--- src/rtl/router_pkt_reg_gen.sv ---
// router_pkt_reg_gen: router input register stage with its own packet FSM.
// Routes each accepted packet to one of NCH destination FIFOs. Holds a byte across a
// FIFO-full stall, checks XOR parity and discards packets whose address is out of range.
//
// Optional feature: define ROUTER_LEN_CHECK_EN to compare the header length field
// header[WIDTH-1:ADDR_W] with the received payload count (len_err). Undefined: len_err = 0.
//
// Ports:
//   clock        in   1      rising-edge clock
//   resetn       in   1      asynchronous active-low reset
//   pkt_valid    in   1      high for header/payload bytes; first low cycle is the parity byte
//   data_in      in   WIDTH  packet byte, held by the source while busy=1
//   fifo_full    in   NCH    per-channel FIFO full
//   busy         out  1      stall to source; data_in not consumed this cycle
//   dout         out  WIDTH  byte to FIFO
//   wr_en        out  1      FIFO write strobe qualifying dout
//   wr_sel       out  NCH    one-hot selected channel, header accept until return to IDLE
//   parity_done  out  1      one-cycle pulse at packet completion
//   err          out  1      parity mismatch, held until the next header accept
//   drop         out  1      one-cycle pulse when an illegal-address packet has been discarded
//   len_err      out  1      length mismatch, same timing as err
module router_pkt_reg_gen #(
  parameter int unsigned WIDTH  = 8,
  parameter int unsigned ADDR_W = 2,
  parameter int unsigned NCH    = 3
) (
  input  logic             clock,
  input  logic             resetn,
  input  logic             pkt_valid,
  input  logic [WIDTH-1:0] data_in,
  input  logic [NCH-1:0]   fifo_full,
  output logic             busy,
  output logic [WIDTH-1:0] dout,
  output logic             wr_en,
  output logic [NCH-1:0]   wr_sel,
  output logic             parity_done,
  output logic             err,
  output logic             drop,
  output logic             len_err
);

  localparam logic [2:0] S_IDLE  = 3'd0;
  localparam logic [2:0] S_HDR   = 3'd1;
  localparam logic [2:0] S_DATA  = 3'd2;
  localparam logic [2:0] S_HOLD  = 3'd3;
  localparam logic [2:0] S_CHECK = 3'd4;
  localparam logic [2:0] S_DROP  = 3'd5;

  localparam logic [ADDR_W:0] NCH_LIM = (ADDR_W + 1)'(NCH);

  logic [2:0]        r_state;
  logic [WIDTH-1:0]  r_hdr;
  logic [NCH-1:0]    r_sel;
  logic [WIDTH-1:0]  r_hold;
  logic              r_is_par;
  logic [WIDTH-1:0]  r_int_par;
  logic [WIDTH-1:0]  r_pkt_par;
  logic [WIDTH-1:0]  r_dout;
  logic              r_wr_en;
  logic              r_parity_done;
  logic              r_err;
  logic              r_drop;

  logic [ADDR_W-1:0] w_addr;
  logic              w_addr_ok;
  logic [NCH-1:0]    w_sel_dec;
  logic              w_full;
  logic              w_hdr_acc;

  assign w_addr    = data_in[ADDR_W-1:0];
  assign w_addr_ok = ({1'b0, w_addr} < NCH_LIM);
  // Only the selected channel's full flag matters.
  assign w_full    = |(fifo_full & r_sel);
  assign w_hdr_acc = (r_state == S_IDLE) && pkt_valid && w_addr_ok;

  always_comb begin
    w_sel_dec = '0;
    for (int unsigned i = 0; i < NCH; i++) begin
      if (w_addr == ADDR_W'(i)) w_sel_dec[i] = 1'b1;
    end
  end

  always_ff @(posedge clock or negedge resetn) begin
    if (!resetn) begin
      r_state       <= S_IDLE;
      r_hdr         <= '0;
      r_sel         <= '0;
      r_hold        <= '0;
      r_is_par      <= 1'b0;
      r_int_par     <= '0;
      r_pkt_par     <= '0;
      r_dout        <= '0;
      r_wr_en       <= 1'b0;
      r_parity_done <= 1'b0;
      r_err         <= 1'b0;
      r_drop        <= 1'b0;
    end else begin
      r_wr_en       <= 1'b0;
      r_parity_done <= 1'b0;
      r_drop        <= 1'b0;
      case (r_state)
        S_IDLE: begin
          if (pkt_valid) begin
            if (w_addr_ok) begin
              r_hdr     <= data_in;
              r_sel     <= w_sel_dec;
              r_err     <= 1'b0;
              r_int_par <= '0;
              r_state   <= S_HDR;
            end else begin
              r_state <= S_DROP;
            end
          end
        end
        S_HDR: begin
          if (!w_full) begin
            r_dout    <= r_hdr;
            r_wr_en   <= 1'b1;
            r_int_par <= r_hdr;
            r_state   <= S_DATA;
          end
        end
        S_DATA: begin
          if (!w_full) begin
            r_dout  <= data_in;
            r_wr_en <= 1'b1;
            if (pkt_valid) begin
              r_int_par <= r_int_par ^ data_in;
            end else begin
              r_pkt_par <= data_in;
              r_state   <= S_CHECK;
            end
          end else begin
            // Park the byte; the source sees busy from the next cycle on.
            r_hold   <= data_in;
            r_is_par <= !pkt_valid;
            r_state  <= S_HOLD;
          end
        end
        S_HOLD: begin
          if (!w_full) begin
            r_dout  <= r_hold;
            r_wr_en <= 1'b1;
            if (r_is_par) begin
              r_pkt_par <= r_hold;
              r_state   <= S_CHECK;
            end else begin
              r_int_par <= r_int_par ^ r_hold;
              r_state   <= S_DATA;
            end
          end
        end
        S_CHECK: begin
          r_parity_done <= 1'b1;
          r_err         <= (r_int_par != r_pkt_par);
          r_sel         <= '0;
          r_state       <= S_IDLE;
        end
        S_DROP: begin
          if (!pkt_valid) begin
            r_drop  <= 1'b1;
            r_state <= S_IDLE;
          end
        end
        default: r_state <= S_IDLE;
      endcase
    end
  end

`ifdef ROUTER_LEN_CHECK_EN
  localparam int unsigned CNT_W = WIDTH - ADDR_W;

  logic [CNT_W-1:0] r_cnt;
  logic             r_len_err;
  logic             w_cnt_inc;

  // A payload byte is counted when it is written, from DATA directly or from HOLD.
  assign w_cnt_inc = ((r_state == S_DATA) && pkt_valid && !w_full) ||
                     ((r_state == S_HOLD) && !r_is_par && !w_full);

  always_ff @(posedge clock or negedge resetn) begin
    if (!resetn) begin
      r_cnt     <= '0;
      r_len_err <= 1'b0;
    end else begin
      if (w_hdr_acc) begin
        r_cnt     <= '0;
        r_len_err <= 1'b0;
      end else if (w_cnt_inc && (r_cnt != '1)) begin
        r_cnt <= r_cnt + 1'b1;
      end
      if (r_state == S_CHECK) r_len_err <= (r_cnt != r_hdr[WIDTH-1:ADDR_W]);
    end
  end

  assign len_err = r_len_err;
`else
  assign len_err = 1'b0;
`endif

  assign busy        = (r_state == S_HDR) || (r_state == S_HOLD) || (r_state == S_CHECK);
  assign dout        = r_dout;
  assign wr_en       = r_wr_en;
  assign wr_sel      = r_sel;
  assign parity_done = r_parity_done;
  assign err         = r_err;
  assign drop        = r_drop;

endmodule

--- config.mk ---
export PLATFORM = sky130hd
export DESIGN_NAME = router_pkt_reg_gen
export DESIGN_NICKNAME = d
export VERILOG_FILES = /design/src/rtl/router_pkt_reg_gen.sv
export SDC_FILE = /design/constraint.sdc
export NUM_CORES = 1
export LEC_CHECK = 0
export ABC_AREA = 1
export CAP_MARGIN = 20
export CORE_ASPECT_RATIO = 0.7
export CORE_UTILIZATION = 46
export DETAILED_ROUTE_END_ITERATION = 10
export GPL_TIMING_DRIVEN = 0
export PLACE_DENSITY = 0.74
export SYNTH_ARGS = -nofsm -noshare
export SYNTH_HDL_FRONTEND = slang
export SYNTH_SLANG_ARGS = --single-unit
--- constraint.sdc ---
create_clock -name clock -period 2.5 [get_ports clock]
set_clock_uncertainty 0.2 [all_clocks]
set_input_delay 0.75 -clock clock [delete_from_list [all_inputs] [get_ports clock]]
set_output_delay 0.75 -clock clock [all_outputs]
set_load 0.05 [all_outputs]
Yosys cells after proc, flatten, opt, wreduce, memory -nomap -nowiden

Cells that the tools add are included.

Bits in registers: 51
Input bits: 14
Logic and storage cells: 92

Order comparisons: 1
Eq/ne operators: 19
Multiplexer cells: 39
Bitwise operators: 3
Reductions and logical operators: 18

Operators by type and width:

| kind                                                 | count |
|---|---|
| 2-to-1 mux 8 bit                                     | 13 |
| case mux 8 bit (4 select lines)                      | 1 |
| 2-to-1 mux 3 bit                                     | 10 |
| case mux 8 bit (3 select lines)                      | 1 |
| inequality test 2 bit (second input constant)        | 10 |
| case mux 8 bit (2 select lines)                      | 1 |
| XOR 8 bit                                            | 2 |
| case mux 3 bit (5 select lines)                      | 1 |
| 2-to-1 mux 1 bit                                     | 10 |
| AND reduction 5 bit                                  | 2 |
| inequality test 8 bit                                | 1 |
| AND reduction 8 bit                                  | 1 |
| equality test 3 x 2 -> 1 bit (second input constant) | 2 |
| equality test 3 bit (second input constant)          | 2 |
| case mux 3 bit (2 select lines)                      | 1 |
| AND reduction 3 bit                                  | 2 |
| OR reduction 3 bit                                   | 2 |
| AND reduction 4 bit                                  | 1 |
| nonzero test 2 bit                                   | 2 |
| nonzero test 4 bit                                   | 1 |
| AND 3 bit                                            | 1 |
| equality test 3 x 1 -> 1 bit (second input constant) | 1 |
| zero test 3 bit                                      | 1 |
| inequality test 3 bit (second input constant)        | 1 |
| 9 further kinds                                      | 10 |

Depth between registers and ports, before layout

Depth in word-level cells: 5
Depth in mapped cells: 11
Depth with buffers taken out: 9

Worst setup path after synthesis

OpenSTA, ideal clock, no wires.

Path type: reg-to-output
Start: reg r_state[0]
End: out busy
Data arrival time: 1.595 ns
Required time: 1.550 ns
Setup slack: -0.045 ns
Cell stages (with the launch flop): 4
Buffers on the path: 1
Cell sequence: dfrtp_1 > buf_4 > inv_2 > o21ai_0

Longest elaborated chain between the ends: 3
Elaborated cells on any way between the ends: 5
Classes of those cells: 3 x eq/ne; 2 x reduce/logical

Ends and longest elaborated chain:

| what                                                                         | RTL line | RTL |
|---|---|---|
| start: declaration                                                           | 51       | `logic [2:0] r_state;` |
| start signal: assignment                                                     | 85       | `r_state <= S_IDLE;` |
| start signal: assignment                                                     | 109      | `r_state <= S_HDR;` |
| start signal: assignment                                                     | 111      | `r_state <= S_DROP;` |
| equality test 3 x 1 -> 1 bit or equality test 3 x 2 -> 1 bit (tied branches) | 201      | `assign busy = (r_state == S_HDR) \|\| (r_state == S_HOLD) \|\| (r_state == S_CHECK);` |
| logical OR 1 bit                                                             | 201      |  |
| logical OR 1 bit (*)                                                         | 201      |  |
| end: declaration                                                             | 32       | `output logic busy,` |

Every way passes the cells marked *; elsewhere a longest branch is shown, timed or not.

Final worst setup path

Start: reg r_sel[0] (netlist: wr_sel[0])
End: out wr_sel[0]

RTL lines:

| what                     | RTL line | RTL |
|---|---|---|
| start: declaration       | 53       | `logic [NCH-1:0] r_sel;` |
| start signal: assignment | 106      | `r_sel <= w_sel_dec;` |
| end: declaration         | 35       | `output logic [NCH-1:0] wr_sel,` |

No word-level cell between the ends.

==> results.sh <==
export IMPL_path_clk_slew_ns=0.09
export IMPL_cts_tree="built"
export IMPL_pre_cts_ws_ns=-0.346
export IMPL_synthCells=371
export IMPL_drive_gt1_frac=0.103
export IMPL_firstDrtPassIters=5
export IMPL_critPathCaptureType="output port"
export IMPL_drc=0
export IMPL_route_detailed_wl_per_inst_um=15.3
export IMPL_ant_nets=0
export IMPL_finalCriticalPeriod_ns=2.43
export IMPL_slew_headroom=0.630
export IMPL_hpwl_um=5210
export IMPL_clkPwrFrac=0.123
export IMPL_critPathKind="register to output port"
export IMPL_fill_cells=540
export IMPL_final_max_slew_viol_count=0
export IMPL_synth_edff_count=0
export IMPL_numCtsBuffers=5
export IMPL_slowest_delay_ns=0.81
export IMPL_ctsHtreeMaxLevel=2
export IMPL_grt_pass1_wl_um=11800
export IMPL_max_freq_ghz=0.411
export IMPL_maxCapViolCount=0
export IMPL_pwr_share_seq=0.320
export IMPL_finalHoldViolCount=0
export IMPL_p_sw_mw=2.22
export IMPL_regArea_um2=1280
export IMPL_vdd_drop_max_uv=533
export IMPL_timing_final_crit_share=0.972
export IMPL_worst_slew_pin_slew_ns=0.555
export IMPL_setup_viol=0
export IMPL_antenna_cells=0
export IMPL_multiInputGateArea_um2=1290
export IMPL_clkSinkCount=51
export IMPL_first_global_vias=2383
export IMPL_power_leakage_nw=1.73
export IMPL_gr_total_overflow=0
export IMPL_vias=2593
export IMPL_yosysUniqueCellTypes=29
export IMPL_timing_setup_tns_ns=0
export IMPL_vias_per_cell=5.37
export IMPL_wirelength_um=7380
export IMPL_coreArea_um2=5780
export IMPL_dieHeight_um=67.2
export IMPL_min_path_type="input port to async pin"
export IMPL_initialDrtViolationCount=217
export IMPL_num_io_pins=31
export IMPL_required_ns=1.55
export IMPL_synth_area_um2=2790
export IMPL_cp_top_family="buffers and inverters"
export IMPL_path_buf_inv=1
export IMPL_comb_power_share=0.557
export IMPL_start_util=0.483
export IMPL_synthFlopType="dfrtp_1"
export IMPL_power_density_nw_per_um2=1370
export IMPL_portBuffers=29
export IMPL_finalPower_mw=4.56
export IMPL_gp_congestion=0.921
export IMPL_ys_seq_elements=51
export IMPL_ys_warn_count=0
export IMPL_final_net_count=422
export IMPL_rows=23
export IMPL_area_growth_pct=18.8
export IMPL_clock_latency_ns=0.30
export IMPL_start_kind="register"
export IMPL_grt_max_degree=34
export IMPL_die_w_um=95.1
export IMPL_final_util=0.573
export IMPL_die_area_um2=6390
export IMPL_cpMaxStageDelayCell="clkdlybuf4s50_1"
export IMPL_ys_seq_area_frac=0.457
export IMPL_finalWorstSetupSlack_ns=0.0692
export IMPL_path_cells="clkdlybuf4s50_1"
export IMPL_cts_root_buf="clkbuf_8"
export IMPL_cts_buffer_depth=2
export IMPL_status="completed"
export IMPL_cp_arrival_ns=1.48
export IMPL_synth_nets=385
export IMPL_async_flop_share=1.00
export IMPL_swShare=0.487
export IMPL_p_int_mw=2.34
export IMPL_crit_path_max_fanout=3
export IMPL_avgSynthCellArea_um2=7.53
export IMPL_grt_antenna_before_repair=0
export IMPL_grtUsageTotal=0.250
-- logic make-up (layout without fill, tap and decap cells) --
kind of cell,Yosys count,in the layout,share of synthesized area
DFF,51,51,0.457
xor gates and xnor gates,8,8,0.0251
AOI/OAI and AO/OA,43,43,0.0959
buffers and inverters,51,88,0.0865
and+or+nand+nor,217,217,0.334
other,1,1,0.00134
-- synth_stat cells (5+ instances only) --
cell,count,area share
o21ai_0,10,0.018
o21ai_1,12,0.022
nand4_1,14,0.031
nor2_1,15,0.020
buf_2,5,0.0090
a31oi_1,7,0.016
nand3_1,31,0.056
dfrtp_1,51,0.46
nand2_1,145,0.19
inv_1,34,0.046
xnor2_1,6,0.019
-- stage by stage --
| step | hold slack [ns] | instances | cell area [um2] |
|---|---|---|---|
| after floorplan | 0.254 | 371 | 2790 |
| after global placement | 0.263 | 475 | 3180 |
| after detailed placement | 0.272 | 476 | 3190 |
| after CTS | 0.204 | 482 | 3300 |
| after global routing | 0.212 | 483 | 3320 |
| final | 0.195 | 483 | 3320 |
-- routing by layer --
layer / track usage / vias up / wire length [um] / part of all wire
li1: - / 1265 / - / -
met1: 0.368 / 1223 / 3630 / 0.49
met2: 0.374 / 97 / 3170 / 0.43
met3: 0.0495 / 8 / 537 / 0.073
met4: 0.0682 / 0 / 38 / 0.0052
met5: 0 / - / 0 / 0
-- worst paths after layout --
kind,startpoint,end,slack (ns),cells after the start
worst max-delay path,wr_sel[0],wr_sel[0],0.07,1
worst min-delay path,resetn,wr_en,0.20,1
worst max register to register,r_state[2],r_int_par[4],0.54,10
worst min register to register,err,err,0.28,2
max in group asynchronous,resetn,r_state[1],1.35,2
min in group clock,err,err,0.28,2
-- cells in the final DEF (no fill, tap or decap), types with 2 or more instances in the layout --
cell,netlist,layout
o21ai_0,10,9
a22oi_1,4,4
dfrtp_1,51,50
buf_4,3,4
nand2_2,4,4
nand4_1,14,14
nor2_4,1,3
dlymetal6s2s_1,0,2
clkbuf_1,2,3
o21ai_2,3,3
clkbuf_8,0,5
clkdlybuf4s50_1,0,25
xnor2_1,6,6
a21oi_1,2,2
a21boi_0,3,3
inv_2,2,2
nor2_2,3,2
nand2_1,145,145
o21ai_1,12,13
buf_2,5,5
buf_6,4,5
nand3_2,3,3
inv_1,34,34
a31oi_1,7,7
nor2_1,15,14
nand3_1,31,31
xor2_1,2,2
-- area by class of cell --
class,count,share of cell area
Tap cell,75,0.0283
Clock inverter,1,0.00905
Sequential cell,51,0.385
Multi-Input combinational cell,269,0.388
Timing Repair Buffer,31,0.0962
Clock buffer,6,0.0219
Inverter,37,0.0426
Buffer,13,0.0287
-- power by group through the flow --
stage	Sequential [mW]	Combinational [mW]	Clock, mW
2_1_floorplan	1.77	1.42	0
3_3_place_gp	1.44	2.44	0
3_5_place_dp	1.46	2.47	0
4_1_cts	1.45	2.49	0.577
5_1_grt	1.49	2.76	0.604
6_report	1.46	2.54	0.560
-- flip-flops by register name, indices dropped and copies added, names as in the netlist --
name	count
r_pkt_par	8
r_int_par	8
wr_sel	3
r_hdr	8
dout	8
r_hold	8
wr_en	1
parity_done	1
drop	1
r_is_par	1
err	1
r_state	3
-- timing repair --
item,in CTS,in global routing
hold buffers,0,0
setup buffers,0,1
pin swaps,0,1
setup endpoints to repair,1,3
resized for setup,9,4
No activity file was read; power rests on OpenSTA's default activity.
